**config.mk**
```make
export PLATFORM = sky130hd
export DESIGN_NAME = dmem_store_buffer_flat
export DESIGN_NICKNAME = d
export VERILOG_FILES = /design/src/rtl/dmem_store_buffer_if.sv /design/src/rtl/dmem_store_buffer.sv /design/src/flat_wrapper.sv
export SDC_FILE = /design/constraint.sdc
export NUM_CORES = 1
export LEC_CHECK = 0
export CORE_MARGIN = 4
export CORE_UTILIZATION = 55
export DETAILED_ROUTE_END_ITERATION = 16
export DONT_BUFFER_PORTS = 1
export HOLD_SLACK_MARGIN = 0.06
export PLACE_DENSITY = 0.67
export REMOVE_ABC_BUFFERS = 1
export SLEW_MARGIN = 20
export SYNTH_ARGS = -nofsm -noshare
export SYNTH_HDL_FRONTEND = slang
export SYNTH_SLANG_ARGS = --single-unit
```
**constraint.sdc**
```tcl
create_clock -name clk -period 7.2 [get_ports clk]
set_input_delay 0.72 -clock clk [delete_from_list [all_inputs] [get_ports clk]]
set_output_delay 0.72 -clock clk [all_outputs]
set_load 0.01 [all_outputs]
```
**src/rtl/dmem_store_buffer_if.sv**
```systemverilog
`default_nettype none
// ============================================================================
// Module      : dmem_store_buffer_if
// Description : Core-side store/load handshake and data-memory port bundle
//               for the posted-store buffer.
// Revision    : 1.0 - initial release
// ============================================================================
interface dmem_store_buffer_if;
    logic        st_valid;
    logic [31:0] st_addr;
    logic [31:0] st_data;
    logic [1:0]  st_sel;
    logic        st_ready;

    logic        ld_valid;
    logic [31:0] ld_addr;
    logic [2:0]  ld_sel;
    logic        ld_stall;

    logic        empty;

    logic        mem_wr_en;
    logic [31:0] mem_addr;
    logic [31:0] mem_dataW;
    logic [1:0]  mem_store_sel;

    modport master (
        output st_valid, st_addr, st_data, st_sel,
        input  st_ready,
        output ld_valid, ld_addr, ld_sel,
        input  ld_stall, empty,
        input  mem_wr_en, mem_addr, mem_dataW, mem_store_sel
    );

    modport slave (
        input  st_valid, st_addr, st_data, st_sel,
        output st_ready,
        input  ld_valid, ld_addr, ld_sel,
        output ld_stall, empty,
        output mem_wr_en, mem_addr, mem_dataW, mem_store_sel
    );
endinterface
`default_nettype wire

```
**src/rtl/dmem_store_buffer.sv**
```systemverilog
`default_nettype none
// ============================================================================
// Module      : dmem_store_buffer
// Description : In-order posted-store queue that drains to data memory when
//               no load owns the port; stalls loads overlapping pending stores.
// Revision    : 1.0 - initial release
// ============================================================================
module dmem_store_buffer #(
    parameter int DEPTH = 4
) (
    input  wire logic           clk,
    input  wire logic           rst_n,
    dmem_store_buffer_if.slave  bus
);
    localparam int c_PTR_W = (DEPTH > 1) ? $clog2(DEPTH) : 1;
    localparam int c_CNT_W = c_PTR_W + 1;
    localparam logic [c_CNT_W-1:0] c_DEPTH = c_CNT_W'(DEPTH);

    localparam logic [1:0] c_STORE_SEL_B = 2'd0;
    localparam logic [1:0] c_STORE_SEL_H = 2'd1;
    localparam logic [1:0] c_STORE_SEL_W = 2'd2;

    localparam logic [2:0] c_LOAD_SEL_B  = 3'd0;
    localparam logic [2:0] c_LOAD_SEL_BU = 3'd1;
    localparam logic [2:0] c_LOAD_SEL_H  = 3'd2;
    localparam logic [2:0] c_LOAD_SEL_HU = 3'd3;
    localparam logic [2:0] c_LOAD_SEL_W  = 3'd4;

    localparam logic c_MEM_WRITE = 1'b1;

    function automatic logic [2:0] store_size(input logic [1:0] sel);
        case (sel)
            c_STORE_SEL_B: return 3'd1;
            c_STORE_SEL_H: return 3'd2;
            c_STORE_SEL_W: return 3'd4;
            default:       return 3'd0;
        endcase
    endfunction

    function automatic logic [2:0] load_size(input logic [2:0] sel);
        case (sel)
            c_LOAD_SEL_B, c_LOAD_SEL_BU: return 3'd1;
            c_LOAD_SEL_H, c_LOAD_SEL_HU: return 3'd2;
            c_LOAD_SEL_W:                return 3'd4;
            default:                     return 3'd0;
        endcase
    endfunction

    // Range ends are 33 bits wide so accesses near 2^32 never alias low addresses.
    function automatic logic ranges_overlap(
        input logic [31:0] a, input logic [2:0] sa,
        input logic [31:0] b, input logic [2:0] sb
    );
        logic [32:0] a_end;
        logic [32:0] b_end;
        a_end = {1'b0, a} + {30'd0, sa};
        b_end = {1'b0, b} + {30'd0, sb};
        return (sa != 3'd0) && (sb != 3'd0) &&
               ({1'b0, a} < b_end) && ({1'b0, b} < a_end);
    endfunction

    logic [31:0]        r_addr [DEPTH];
    logic [31:0]        r_data [DEPTH];
    logic [1:0]         r_sel  [DEPTH];
    logic [c_PTR_W-1:0] r_head;
    logic [c_PTR_W-1:0] r_tail;
    logic [c_CNT_W-1:0] r_count;

    logic [DEPTH-1:0]   w_hit;
    logic [2:0]         w_ld_size;
    logic               w_stall;
    logic               w_drain;
    logic               w_ready;
    logic               w_enq;

    assign w_ld_size = load_size(bus.ld_sel);

    for (genvar gi = 0; gi < DEPTH; gi++) begin : g_entry
        logic [c_PTR_W-1:0] w_off;
        // Slot is live when its distance from head is below the occupancy.
        assign w_off     = c_PTR_W'(gi) - r_head;
        assign w_hit[gi] = ({1'b0, w_off} < r_count) &&
                           ranges_overlap(bus.ld_addr, w_ld_size,
                                          r_addr[gi], store_size(r_sel[gi]));
    end

    assign w_stall = bus.ld_valid && (|w_hit);
    assign w_drain = (r_count != '0) && !(bus.ld_valid && !w_stall);
    assign w_ready = (r_count < c_DEPTH);
    assign w_enq   = bus.st_valid && w_ready;

    assign bus.st_ready      = w_ready;
    assign bus.ld_stall      = w_stall;
    assign bus.empty         = (r_count == '0);
    assign bus.mem_wr_en     = w_drain ? c_MEM_WRITE : ~c_MEM_WRITE;
    assign bus.mem_addr      = w_drain ? r_addr[r_head] : bus.ld_addr;
    assign bus.mem_dataW     = w_drain ? r_data[r_head] : 32'd0;
    assign bus.mem_store_sel = r_sel[r_head];

    always_ff @(posedge clk or negedge rst_n) begin
        if (!rst_n) begin
            r_head  <= '0;
            r_tail  <= '0;
            r_count <= '0;
        end else begin
            if (w_enq) begin
                r_tail <= r_tail + c_PTR_W'(1);
            end
            if (w_drain) begin
                r_head <= r_head + c_PTR_W'(1);
            end
            case ({w_enq, w_drain})
                2'b10:   r_count <= r_count + c_CNT_W'(1);
                2'b01:   r_count <= r_count - c_CNT_W'(1);
                default: r_count <= r_count;
            endcase
        end
    end

    // Payload storage carries no reset; occupancy alone decides validity.
    always_ff @(posedge clk) begin
        if (w_enq) begin
            r_addr[r_tail] <= bus.st_addr;
            r_data[r_tail] <= bus.st_data;
            r_sel[r_tail]  <= bus.st_sel;
        end
    end
endmodule
`default_nettype wire
```
**src/flat_wrapper.sv**
```systemverilog
// flat-port wrapper written by rule: the top's interface ports become plain ports
module dmem_store_buffer_flat 
#(
    parameter int DEPTH = 4
)
  (clk, rst_n, bus_st_valid, bus_st_addr, bus_st_data, bus_st_sel, bus_st_ready, bus_ld_valid, bus_ld_addr, bus_ld_sel, bus_ld_stall, bus_empty, bus_mem_wr_en, bus_mem_addr, bus_mem_dataW, bus_mem_store_sel);
  dmem_store_buffer_if bus_i ();
  input  wire logic clk;
  input  wire logic rst_n;
  input wire logic [$bits(bus_i.st_valid)-1:0] bus_st_valid;
  input wire logic [$bits(bus_i.st_addr)-1:0] bus_st_addr;
  input wire logic [$bits(bus_i.st_data)-1:0] bus_st_data;
  input wire logic [$bits(bus_i.st_sel)-1:0] bus_st_sel;
  output wire logic [$bits(bus_i.st_ready)-1:0] bus_st_ready;
  input wire logic [$bits(bus_i.ld_valid)-1:0] bus_ld_valid;
  input wire logic [$bits(bus_i.ld_addr)-1:0] bus_ld_addr;
  input wire logic [$bits(bus_i.ld_sel)-1:0] bus_ld_sel;
  output wire logic [$bits(bus_i.ld_stall)-1:0] bus_ld_stall;
  output wire logic [$bits(bus_i.empty)-1:0] bus_empty;
  output wire logic [$bits(bus_i.mem_wr_en)-1:0] bus_mem_wr_en;
  output wire logic [$bits(bus_i.mem_addr)-1:0] bus_mem_addr;
  output wire logic [$bits(bus_i.mem_dataW)-1:0] bus_mem_dataW;
  output wire logic [$bits(bus_i.mem_store_sel)-1:0] bus_mem_store_sel;
  assign bus_i.st_valid = bus_st_valid;
  assign bus_i.st_addr = bus_st_addr;
  assign bus_i.st_data = bus_st_data;
  assign bus_i.st_sel = bus_st_sel;
  assign bus_st_ready = bus_i.st_ready;
  assign bus_i.ld_valid = bus_ld_valid;
  assign bus_i.ld_addr = bus_ld_addr;
  assign bus_i.ld_sel = bus_ld_sel;
  assign bus_ld_stall = bus_i.ld_stall;
  assign bus_empty = bus_i.empty;
  assign bus_mem_wr_en = bus_i.mem_wr_en;
  assign bus_mem_addr = bus_i.mem_addr;
  assign bus_mem_dataW = bus_i.mem_dataW;
  assign bus_mem_store_sel = bus_i.mem_store_sel;
  dmem_store_buffer #(.DEPTH(DEPTH)) u_core (.clk(clk), .rst_n(rst_n), .bus(bus_i));
endmodule
```
==> results of run 1 <==
synthesized netlist by cell type, drive strengths merged (10+ instances only):
master	count
o21ai	49
xnor2	55
nor3	18
nand3	76
xor2	102
and4	28
inv	31
nor4	10
a211oi	14
a21oi	103
mux4	66
a21o	45
nor2	60
nor2b	51
clkbuf	18
edfxtp	264
ha	268
nand4	50
mux2	32
nand2	103
and3	22
and2	13
per-stage QoR:
step                      TNS (ns)  hold WS [ns]  instances
final                            0         0.226       2089
after global routing             0         0.203       2089
after CTS                        0         0.200       2087
after detailed placement         0         0.425       2032
after global placement           0         0.425       2032
after floorplan             -34.57         0.424       1550
final cells by class:
type | count | share of cell area
tap | 455 | 0.0270
timing repair buffer | 30 | 0.0139
sequential | 271 | 0.385
clock inverter | 24 | 0.0162
multi-input combinational | 1248 | 0.518
clock buffer | 30 | 0.0346
inverter | 31 | 0.00552
cells by family after synthesis:
group | Yosys count
xor gates and xnor gates | 157
adders and majority gates | 275
buffers and inverters | 56
and+or+nand+nor | 444
DFF | 271
muxes | 98
AOI/OAI and AO/OA | 274
placed cells by master (no fill, tap or decap), types with 45 or more instances in the layout:
cell	n
a21oi_1	103
nor2b_1	51
nand3_1	75
nand2_1	103
nor2_1	60
xnor2_1	54
ha_1	268
a21o_1	45
nand4_1	49
xor2_1	102
mux4_2	66
edfxtp_1	264
o21ai_0	47
metal layers:
| metal | GRT usage | wire length [um] |
|---|---|---|
| met3 | 0.0737 | 4370 |
| met5 | 0 | 13 |
| met2 | 0.440 | 24400 |
| met1 | 0.393 | 23600 |
| met4 | 0.0866 | 1970 |
power breakdown:
| part | internal, mW | total [mW] | switching (mW) | leakage (nW) |
|---|---|---|---|---|
| sequential | 1.99 | 2.28 | 0.292 | 2.48 |
| clock | 1.03 | 1.67 | 0.640 | 0.524 |
| combinational | 1.06 | 2.28 | 1.22 | 4.89 |
how the worst max path moves through the flow:
stage | depth (start not counted) | startpoint | slack [ns] | endpoint
final | 20 | u_core.r_sel[3][1] | 0.33 | bus_mem_addr[21]
after global routing | 22 | u_core.r_sel[1][0] | 0.02 | bus_mem_dataW[12]
after CTS | 20 | u_core.r_sel[3][0] | 0.33 | bus_mem_addr[12]
after detailed placement | 24 | bus_ld_sel[2] | 0.73 | bus_mem_dataW[20]
after global placement | 24 | bus_ld_sel[2] | 0.89 | bus_mem_dataW[25]
after floorplan | 13 | u_core.r_head[0] | -0.90 | u_core.r_count[1]
worst register-to-register path, cell delays in order, from the launching register on:
cell	delay, ns
edfxtp_1	0.44
nor2b_1	0.21
ha_1	0.31
a21o_1	0.11
a21o_1	0.23
nand4_1	0.25
nor3_1	0.49
nand3_1	0.18
nor2_1	0.31
nand4_1	0.17
xor2_1	0.17
ha_1	0.19
a211o_1	0.28
a21oi_1	0.14
o21ai_0	0.18
nor4_1	0.29
and4b_1	0.25
o211ai_1	0.12
o221ai_2	0.33
o21ai_4	0.14
inv_1	0.14
ha_1	0.18
inv_1	0.06
fa_1	0.37
xor2_1	0.15
nor2_1	0.12
xnor2_1	0.13
timing repair:
action                     CTS  global route
hold endpoints to repair     7             0
gates resized for setup      0             1
setup endpoints to repair    0            26
hold buffers                 1             0
setup buffers                0             0
flip-flops by register name, indices dropped and copies added, names as in the netlist:
name	cells
u_core.r_tail	2
u_core.r_count	3
u_core.r_sel	8
u_core.r_data	128
u_core.r_addr	128
u_core.r_head	2
==> impl_metrics.ini, run 1 <==
[status]
status = completed

[floorplan]
ios = 175
design.core.area_sq_mm = 0.0345
dieArea_sq_mm = 0.0380
die_h_um = 195
die_x_um = 195
initial_core_util = 0.556
rows = 68

[synthesis]
synth_cells = 1575
synth_area_leader_cell = edfxtp_1
synth-seq-cells = 271
avgSynthCellArea_sq_um = 12.2
synth_top_area_frac = 0.412
yosys.area_share.simple = 0.125
synthAdderAreaFrac = 0.181
ys_types = 71
synthArstFlopShare = 0.0258
syn_area_sq_mm = 0.0192
synth_edf_count = 264
synth_top_family_by_area = adder cells
synth_mux_area_frac = 0.0973
seq_area_frac_synth = 0.422
synth-xor-area-share = 0.0719
ys_warn_count = 0
ys.flop_type = edfxtp_1
synth_compound_area_frac = 0.0910
synth_area_leaders = edfxtp_1 (41%), ha_1 (17%), mux4_2 (7.7%)

[flow_run]
cap_violations = 0

[timing]
worst_pin_slew_ns = 0.874
skew_ns = 0.0184
slew_viol_final = 0
fin_crit_ns = 6.87
hold_viol = 0
fin_ws_ns = 0.326
fmax_ghz = 0.145
post-route-period-util = 0.955
maxSlewHeadroom = 0.418
setup_viol = 0
rsz0062_at_grt = false

[worst_setup_path]
arrival_ns = 6.15
critPathMaxStageDelay_ns = 0.46
cp-end-kind = output pin
critical_path_class = flip-flop to output pin
slowest_stage = a2111oi_1
r2r-start = u_core.r_sel[1][0]
path_max_fanout = 29
r2r_cells = 26
crit_required_ns = 6.48
worstSetupStartpointType = flip-flop
crit_path_cell_trace = nor2_1 -> ha_1 -> fa_1 -> a21oi_1 -> nor3_1 -> buf_4 -> and2_1 -> xnor2_1 -> ha_1 -> nand4_1 -> a2111oi_1 -> buf_4 -> a211oi_1 -> o22ai_1 -> o21ai_0 -> o211ai_1 -> o221ai_2 -> o21ai_4 -> buf_12 -> mux2_2
worstReg2RegEnd = u_core.r_count[2]
rrSetupSlack_ns = 1.21
critical-path-top-delay-family = compound AO/OA/AOI/OAI gates
crit_buf_inv = 3

[clock_tree]
path_clk_slew_ns = 0.07
clockBufferDepth = 3
cts.sinks = 271
numCtsBuffers = 29
clkLatencyLatePin_ns = 0.59
cts_root_buf = clkbuf_16
cts_tree = yes
htree_levels = 1

[drt]
drtIter0Drc = 1108
dr_total_vias = 13500
avgRoutedWirePerCell_um = 26.0
drt_first_pass_iters = 5
drc = 0
routed_wl_mm = 54.3
vias_per_cell = 6.47
drtAntennaViolNets = 0

[final_layout]
fillers = 2788
drive_gt1_frac = 0.120
seq_area_sq_mm = 0.00811
antenna_cells = 0
multi_input_area_sq_mm = 0.0109
area_delta_synth_final_pct = 9.63
final_nets = 1990
design_area_sq_mm = 0.0211
final_util = 0.610

[grt]
first_global_vias = 13800
grt_max_degree = 71
antenna_found_initial = 1
gr-total-overflow = 0
gr-usage-all-layers = 0.283
grt_first_pass_wirelength_mm = 83.1

[placement]
placed_area_sq_mm = 0.0199
portBuffers = 0
place_hpwl_mm = 40.6
gp_congestion = 0.986
pre_cts_slack_ns = 0.728

[power_and_ir_drop]
leakage_nw = 7.90
ir_drop_uv = 327
p_total_mw = 6.23
power.density_mw_per_mm2 = 296

[min_path]
min_from = bus_st_addr[14]
min_path_cells = 0
holdPathEnd = u_core.r_addr[0][14]
worstHoldPathType = input port to flip-flop
Note: power is estimated with default switching activity, not from simulation.
==> inputs of run 2 (changes only) <==
--- a/config.mk
+++ b/config.mk
@@ -6,11 +6,12 @@
 export NUM_CORES = 1
 export LEC_CHECK = 0
 export CORE_MARGIN = 4
-export CORE_UTILIZATION = 55
+export CORE_UTILIZATION = 65
+export CTS_CLUSTER_SIZE = 30
 export DETAILED_ROUTE_END_ITERATION = 16
 export DONT_BUFFER_PORTS = 1
 export HOLD_SLACK_MARGIN = 0.06
-export PLACE_DENSITY = 0.67
+export PLACE_DENSITY = 0.85
 export REMOVE_ABC_BUFFERS = 1
 export SLEW_MARGIN = 20
 export SYNTH_ARGS = -nofsm -noshare
==> run 2 against run 1 <==
First-iteration DRC count rose by 17%. Hold slack worse by 0.0078 ns. Flip-flop and latch count unchanged. Critical path depth grew 2. Clock skew rose by 0.014 ns. Combinational power fell by 4%. Clock power is 10% lower. Sequential power increased by 3%. Highest routed layer unchanged. Critical path type unchanged. Routed wire length fell by 0.29%.
==> impl_metrics.ini, run 2 (synthesis gave the netlist of run 1 again) <==
[drt]
drc = 0
drtIter0Drc = 1292
drt_first_pass_iters = 8
dr_total_vias = 13900
avgRoutedWirePerCell_um = 27.0
drtAntennaViolNets = 0
vias_per_cell = 6.93
routed_wl_mm = 54.1

[placement]
dp_cells = 1949
gp_congestion = 0.956
place_hpwl_mm = 39.0
portBuffers = 0
pre_cts_slack_ns = 0.907

[power_and_ir_drop]
power.density_mw_per_mm2 = 291
p_total_mw = 6.05
ir_drop_uv = 315
leakage_nw = 7.78

[floorplan]
dieArea_sq_mm = 0.0324
design.core.area_sq_mm = 0.0289
die_x_um = 180
ios = 175
die_h_um = 180
initial_core_util = 0.664
rows = 62

[worst_setup_path]
crit_start = u_core.r_sel[2][0]
path_max_fanout = 33
critPathMaxStageDelay_ns = 0.46
r2r-start = u_core.r_sel[2][0]
crit_required_ns = 6.48
crit_path_cell_trace = nor2b_1 -> ha_1 -> a21o_1 -> a21oi_1 -> nor2b_1 -> nand2_1 -> nor2_1 -> nand2_1 -> nor2_1 -> nand3_1 -> xor2_1 -> ha_1 -> nand2_1 -> nor2_1 -> nand4_1 -> nor3_2 -> nor2_1 -> o21ai_0 -> o221ai_2 -> o21ai_4 -> buf_12 -> mux2_2
slowest_stage = edfxtp_1
cp-end-kind = output pin
path_common_cell = nor2_1
worstSetupStartpointType = flip-flop
arrival_ns = 6.09
critical_path_class = flip-flop to output pin

[timing]
hold_viol = 0
setup_viol = 0
maxSlewHeadroom = 0.255
fmax_ghz = 0.147
fin_ws_ns = 0.395
worst_pin_slew_ns = 1.12
setup_tns_ns = 0
post-route-period-util = 0.945
skew_ns = 0.0320
fin_crit_ns = 6.81
rsz0062_at_grt = false
hold_ws_ns = 0.218
slew_viol_final = 0

[flow_run]
cap_violations = 0

[final_layout]
area_delta_synth_final_pct = 8.25
final_common_cell = ha_1
fillers = 1967
layout.cells.non_filler = 2006
reg.largest.list = u_core.r_addr (128), u_core.r_data (128), u_core.r_sel (8)
final_cell_mix = ha_1 (268), edfxtp_1 (264), a21oi_1 (103), nand2_1 (103), xor2_1 (102)
final_nets = 1979
drive_gt1_frac = 0.110

[clock_tree]
htree_levels = 1
cts_root_buf = clkbuf_16
cts.sinks = 271
clkLatencyLatePin_ns = 0.59
clockBufferDepth = 3
numCtsBuffers = 28
path_clk_slew_ns = 0.07
cts_tree = yes

[status]
status = completed

[grt]
gr-usage-all-layers = 0.329
gr-total-overflow = 0
antenna_found_initial = 3
grt_max_degree = 71
first_global_vias = 13800
grt_first_pass_wirelength_mm = 83.3

[min_path]
min_from = bus_st_addr[30]
worstHoldPathType = input port to flip-flop
==> run 2: cell count changes in the layout (fill, tap and decap cells not counted), sizes merged <==
cell | previous run | this run
clkinvlp | 1 | 0
clkbuf | 30 | 31
clkinv | 12 | 14
buf | 29 | 19
bufinv | 8 | 5
inv | 34 | 31
diode | 0 | 2
==> run 2: final timing paths <==
kind | endpoint | slack (ns) | cells past startpoint
max | bus_mem_addr[16] | 0.39 | 22
min | u_core.r_addr[2][30] | 0.22 | 0
max reg2reg | u_core.r_count[2] | 1.04 | 28
min reg2reg | u_core.r_count[1] | 0.49 | 2
max in group asynchronous | u_core.r_head[1] | 6.38 | 1
min in group asynchronous | u_core.r_head[0] | 0.49 | 1
==> run 2: metal layers <==
metal | global-route usage | up-vias | wire [um]
met5 | 0 | - | 12
met4 | 0.104 | 2 | 1950
met2 | 0.523 | 744 | 25000
met1 | 0.453 | 6810 | 21900
met3 | 0.0794 | 126 | 5270
li1 | - | 6212 | -
==> run 2: timing repair <==
item	in CTS	in global routing
setup endpoints to repair	0	31
hold buffers	1	0
buffers inserted	0	0
endpoints found under the hold margin	7	0
gates resized for setup	0	1
==> run 2: critical path, delay by kind of cell, from the launching register on <==
kind | cells | cell delay (ns)
xor+xnor | 1 | 0.16
buf+inv | 1 | 0.24
compound gates | 5 | 0.92
fa+ha+maj | 2 | 0.58
flops | 1 | 0.46
simple gates | 12 | 2.65
mux | 1 | 0.40
==> run 2: layout make-up <==
type,count,area [sq um],share of cell area
repair buffers,20,228,0.0109
clock buffers,31,712,0.0342
multi-input cells,1248,10900,0.525
flip-flops and latches,271,8110,0.390
clock inverters,19,233,0.0112
well taps,384,480,0.0231
inverters,31,116,0.00559
diodes,2,5.00,0.000241
==> run 2: through the flow <==
step	util	area, sq um
global route	0.719	20800
global placement	0.683	19800
finish	0.719	20800
detailed placement	0.683	19800
floorplan	-	19100
CTS	0.716	20700
==> run 2: where the power goes <==
part	switching (mW)	total, mW	internal, mW	leakage (nW)
clock	0.616	1.50	0.888	0.458
sequential	0.359	2.35	1.99	2.48
combinational	1.15	2.19	1.04	4.84
total	2.13	6.05	3.92	7.78
==> inputs of run 3 (changes only) <==
--- a/config.mk
+++ b/config.mk
@@ -5,6 +5,7 @@
 export SDC_FILE = /design/constraint.sdc
 export NUM_CORES = 1
 export LEC_CHECK = 0
+export ABC_AREA = 1
 export CORE_MARGIN = 4
 export CORE_UTILIZATION = 65
 export CTS_CLUSTER_SIZE = 30
==> run 3 against run 2 <==
Final cell count up 31%. Non-clock buffer count up 6. Clock power up 11%. Setup slack worse by 0.12 ns. First-iteration DRC count up 52%. Design area up 4.3%. Critical path depth up 9. Combinational power up 21%. Synthesized cell count up 39%. Largest power group is now combinational logic.
==> impl_metrics.ini, run 3 <==
[status]
status = completed

[final_layout]
fillers = 2236
final_cell_mix = nand2_1 (465), ha_1 (268), edfxtp_1 (264)
final_common_cell = nand2_1
drive_gt1_frac = 0.0577
layout.cells.non_filler = 2627
final_nets = 2593
area_delta_synth_final_pct = 8.83
reg.largest.list = u_core.r_addr (128), u_core.r_data (128), u_core.r_sel (8)
design_area_sq_mm = 0.0217
antenna_cells = 0

[worst_setup_path]
rrSetupSlack_ns = 0.75
worstSetupStartpointType = flip-flop
r2r-start = u_core.r_sel[2][1]
cp-end-kind = output pin
crit_required_ns = 6.48
path_common_cell = nor2_1
critical-path-top-delay-family = simple AND/OR/NAND/NOR gates
critical_path_class = flip-flop to output pin
r2r_cells = 36
slowest_stage = edfxtp_1
crit_buf_inv = 4
critPathMaxStageDelay_ns = 0.43
worstReg2RegEnd = u_core.r_count[2]
arrival_ns = 6.21
path_max_fanout = 34

[grt]
grt_first_pass_wirelength_mm = 96.0
gr-total-overflow = 0
first_global_vias = 16800
antenna_found_initial = 0
grt_max_degree = 67
gr-usage-all-layers = 0.371

[min_path]
worstHoldPathType = input port to flip-flop
holdPathEnd = u_core.r_addr[1][5]
min_path_cells = 0
min_from = bus_st_addr[5]

[placement]
place_hpwl_mm = 46.2
dp_cells = 2568
portBuffers = 0
placed_area_sq_mm = 0.0205
gp_congestion = 1.02

[drt]
drtAntennaViolNets = 0
drc = 0
drtIter0Drc = 1964
dr_total_vias = 17100
avgRoutedWirePerCell_um = 24.4
routed_wl_mm = 64.2
vias_per_cell = 6.52
drt_first_pass_iters = 6

[clock_tree]
numCtsBuffers = 29
htree_levels = 1
clockBufferDepth = 3
path_clk_slew_ns = 0.06
cts_tree = yes
cts_root_buf = clkbuf_16
cts.sinks = 271
clkLatencyLatePin_ns = 0.60

[synthesis]
synth_edf_count = 264
synth_cells = 2197
synth_top_family_by_area = simple AND/OR/NAND/NOR gates
ys_types = 47
synth_top_area_frac = 0.398
synthArstFlopShare = 0.0258
ys.flop_type = edfxtp_1
synth.most_common_cell = nand2_1
syn_area_sq_mm = 0.0199
synth_commonest_cells = nand2_1 (465), ha_1 (268), edfxtp_1 (264)
seq_area_frac_synth = 0.407
synth_compound_area_frac = 0.106
synth_area_leader_cell = edfxtp_1
synth_mux_area_frac = 0
synth_area_leaders = edfxtp_1 (40%), ha_1 (17%), nand2_1 (8.8%)
synth-xor-area-share = 0.0562
ys_warn_count = 0
synth-seq-cells = 271
synthAdderAreaFrac = 0.174
avgSynthCellArea_sq_um = 9.07
yosys.area_share.simple = 0.201

[timing]
hold_viol = 0
slew_viol_final = 0
worst_pin_slew_ns = 1.00
setup_tns_ns = 0
skew_ns = 0.0272
maxSlewHeadroom = 0.325
setup_viol = 0
fin_crit_ns = 6.93
post-route-period-util = 0.962
hold_ws_ns = 0.210
fmax_ghz = 0.144

[power_and_ir_drop]
pwr-share-clk = 0.254
p_seq_frac = 0.337
ir_drop_uv = 432
swShare = 0.413
power.density_mw_per_mm2 = 300
leakage_nw = 9.35
combPwrFrac = 0.409
p_int_mw = 3.82
power.switching_mw = 2.69

[floorplan]
dieArea_sq_mm = 0.0335
rows = 63
die_x_um = 183
design.core.area_sq_mm = 0.0300
die_h_um = 183
ios = 175
initial_core_util = 0.665

[flow_run]
cap_violations = 0
==> run 3: metrics by stage <==
step,utilization,total power [mW],setup WS (ns)
floorplan,-,3.90,1.09
global route,0.724,6.82,-0.00447
detailed placement,0.684,4.73,0.551
CTS,0.720,6.39,0.150
global placement,0.683,4.65,0.498
finish,0.724,6.51,0.275
==> run 3: cells by family after synthesis <==
family,after synthesis
simple gates,926
fa+ha+maj,274
flops,271
compound gates,310
xor+xnor,128
buf+inv,288
==> run 3: routing by layer <==
layer	GRT usage	share of wire	vias up
met5	0	0	-
met4	0.159	0.050	0
met3	0.0930	0.11	223
met2	0.589	0.45	1059
met1	0.488	0.39	8054
li1	-	-	7783
==> run 3: cell type report <==
type	instances	area, sq um	area share
tap	390	488	0.0225
timing repair buffer	26	287	0.0132
inverter	247	927	0.0427
clock inverter	21	288	0.0133
sequential	271	8100	0.374
multi-input combinational	1639	10800	0.499
clock buffer	33	771	0.0355
==> run 3: worst max path at each step <==
stage	startpoint	end	slack, ns	depth (start not counted)
4_1_cts	u_core.r_sel[2][1]	bus_mem_addr[31]	0.15	31
3_5_place_dp	bus_ld_sel[2]	bus_mem_addr[15]	0.55	27
2_1_floorplan	u_core.r_head[1]	u_core.r_count[2]	1.09	22
3_3_place_gp	bus_ld_sel[1]	bus_mem_dataW[28]	0.50	25
6_report	u_core.r_sel[2][1]	bus_mem_addr[31]	0.27	31
5_1_grt	u_core.r_sel[2][1]	bus_mem_addr[31]	-0.004	35
==> run 3: what timing repair did <==
item                                    in CTS  in global routing
hold buffers                                 1                  0
endpoints found under the setup margin       3                 58
setup buffers                                0                  1
gates resized for setup                      1                 13
pin swaps                                    0                  1
cloned                                       0                  1
hold endpoints to repair                     7                  0
==> run 3: power by group through the flow <==
stage	Clock [mW]	Sequential, mW	Combinational [mW]
finish	1.66	2.19	2.66
global route	1.73	2.20	2.89
CTS	1.65	2.18	2.57
detailed placement	0	2.20	2.53
global placement	0	2.20	2.45
floorplan	0	2.15	1.76
==> run 3: worst register-to-register path: cells and delay by family, from the launching register on <==
kind	cells	cell delay (ns)
compound gates	5	0.88
fa+ha+maj	5	1.30
simple gates	19	2.82
xor+xnor	2	0.38
buf+inv	5	0.49
flops	1	0.43
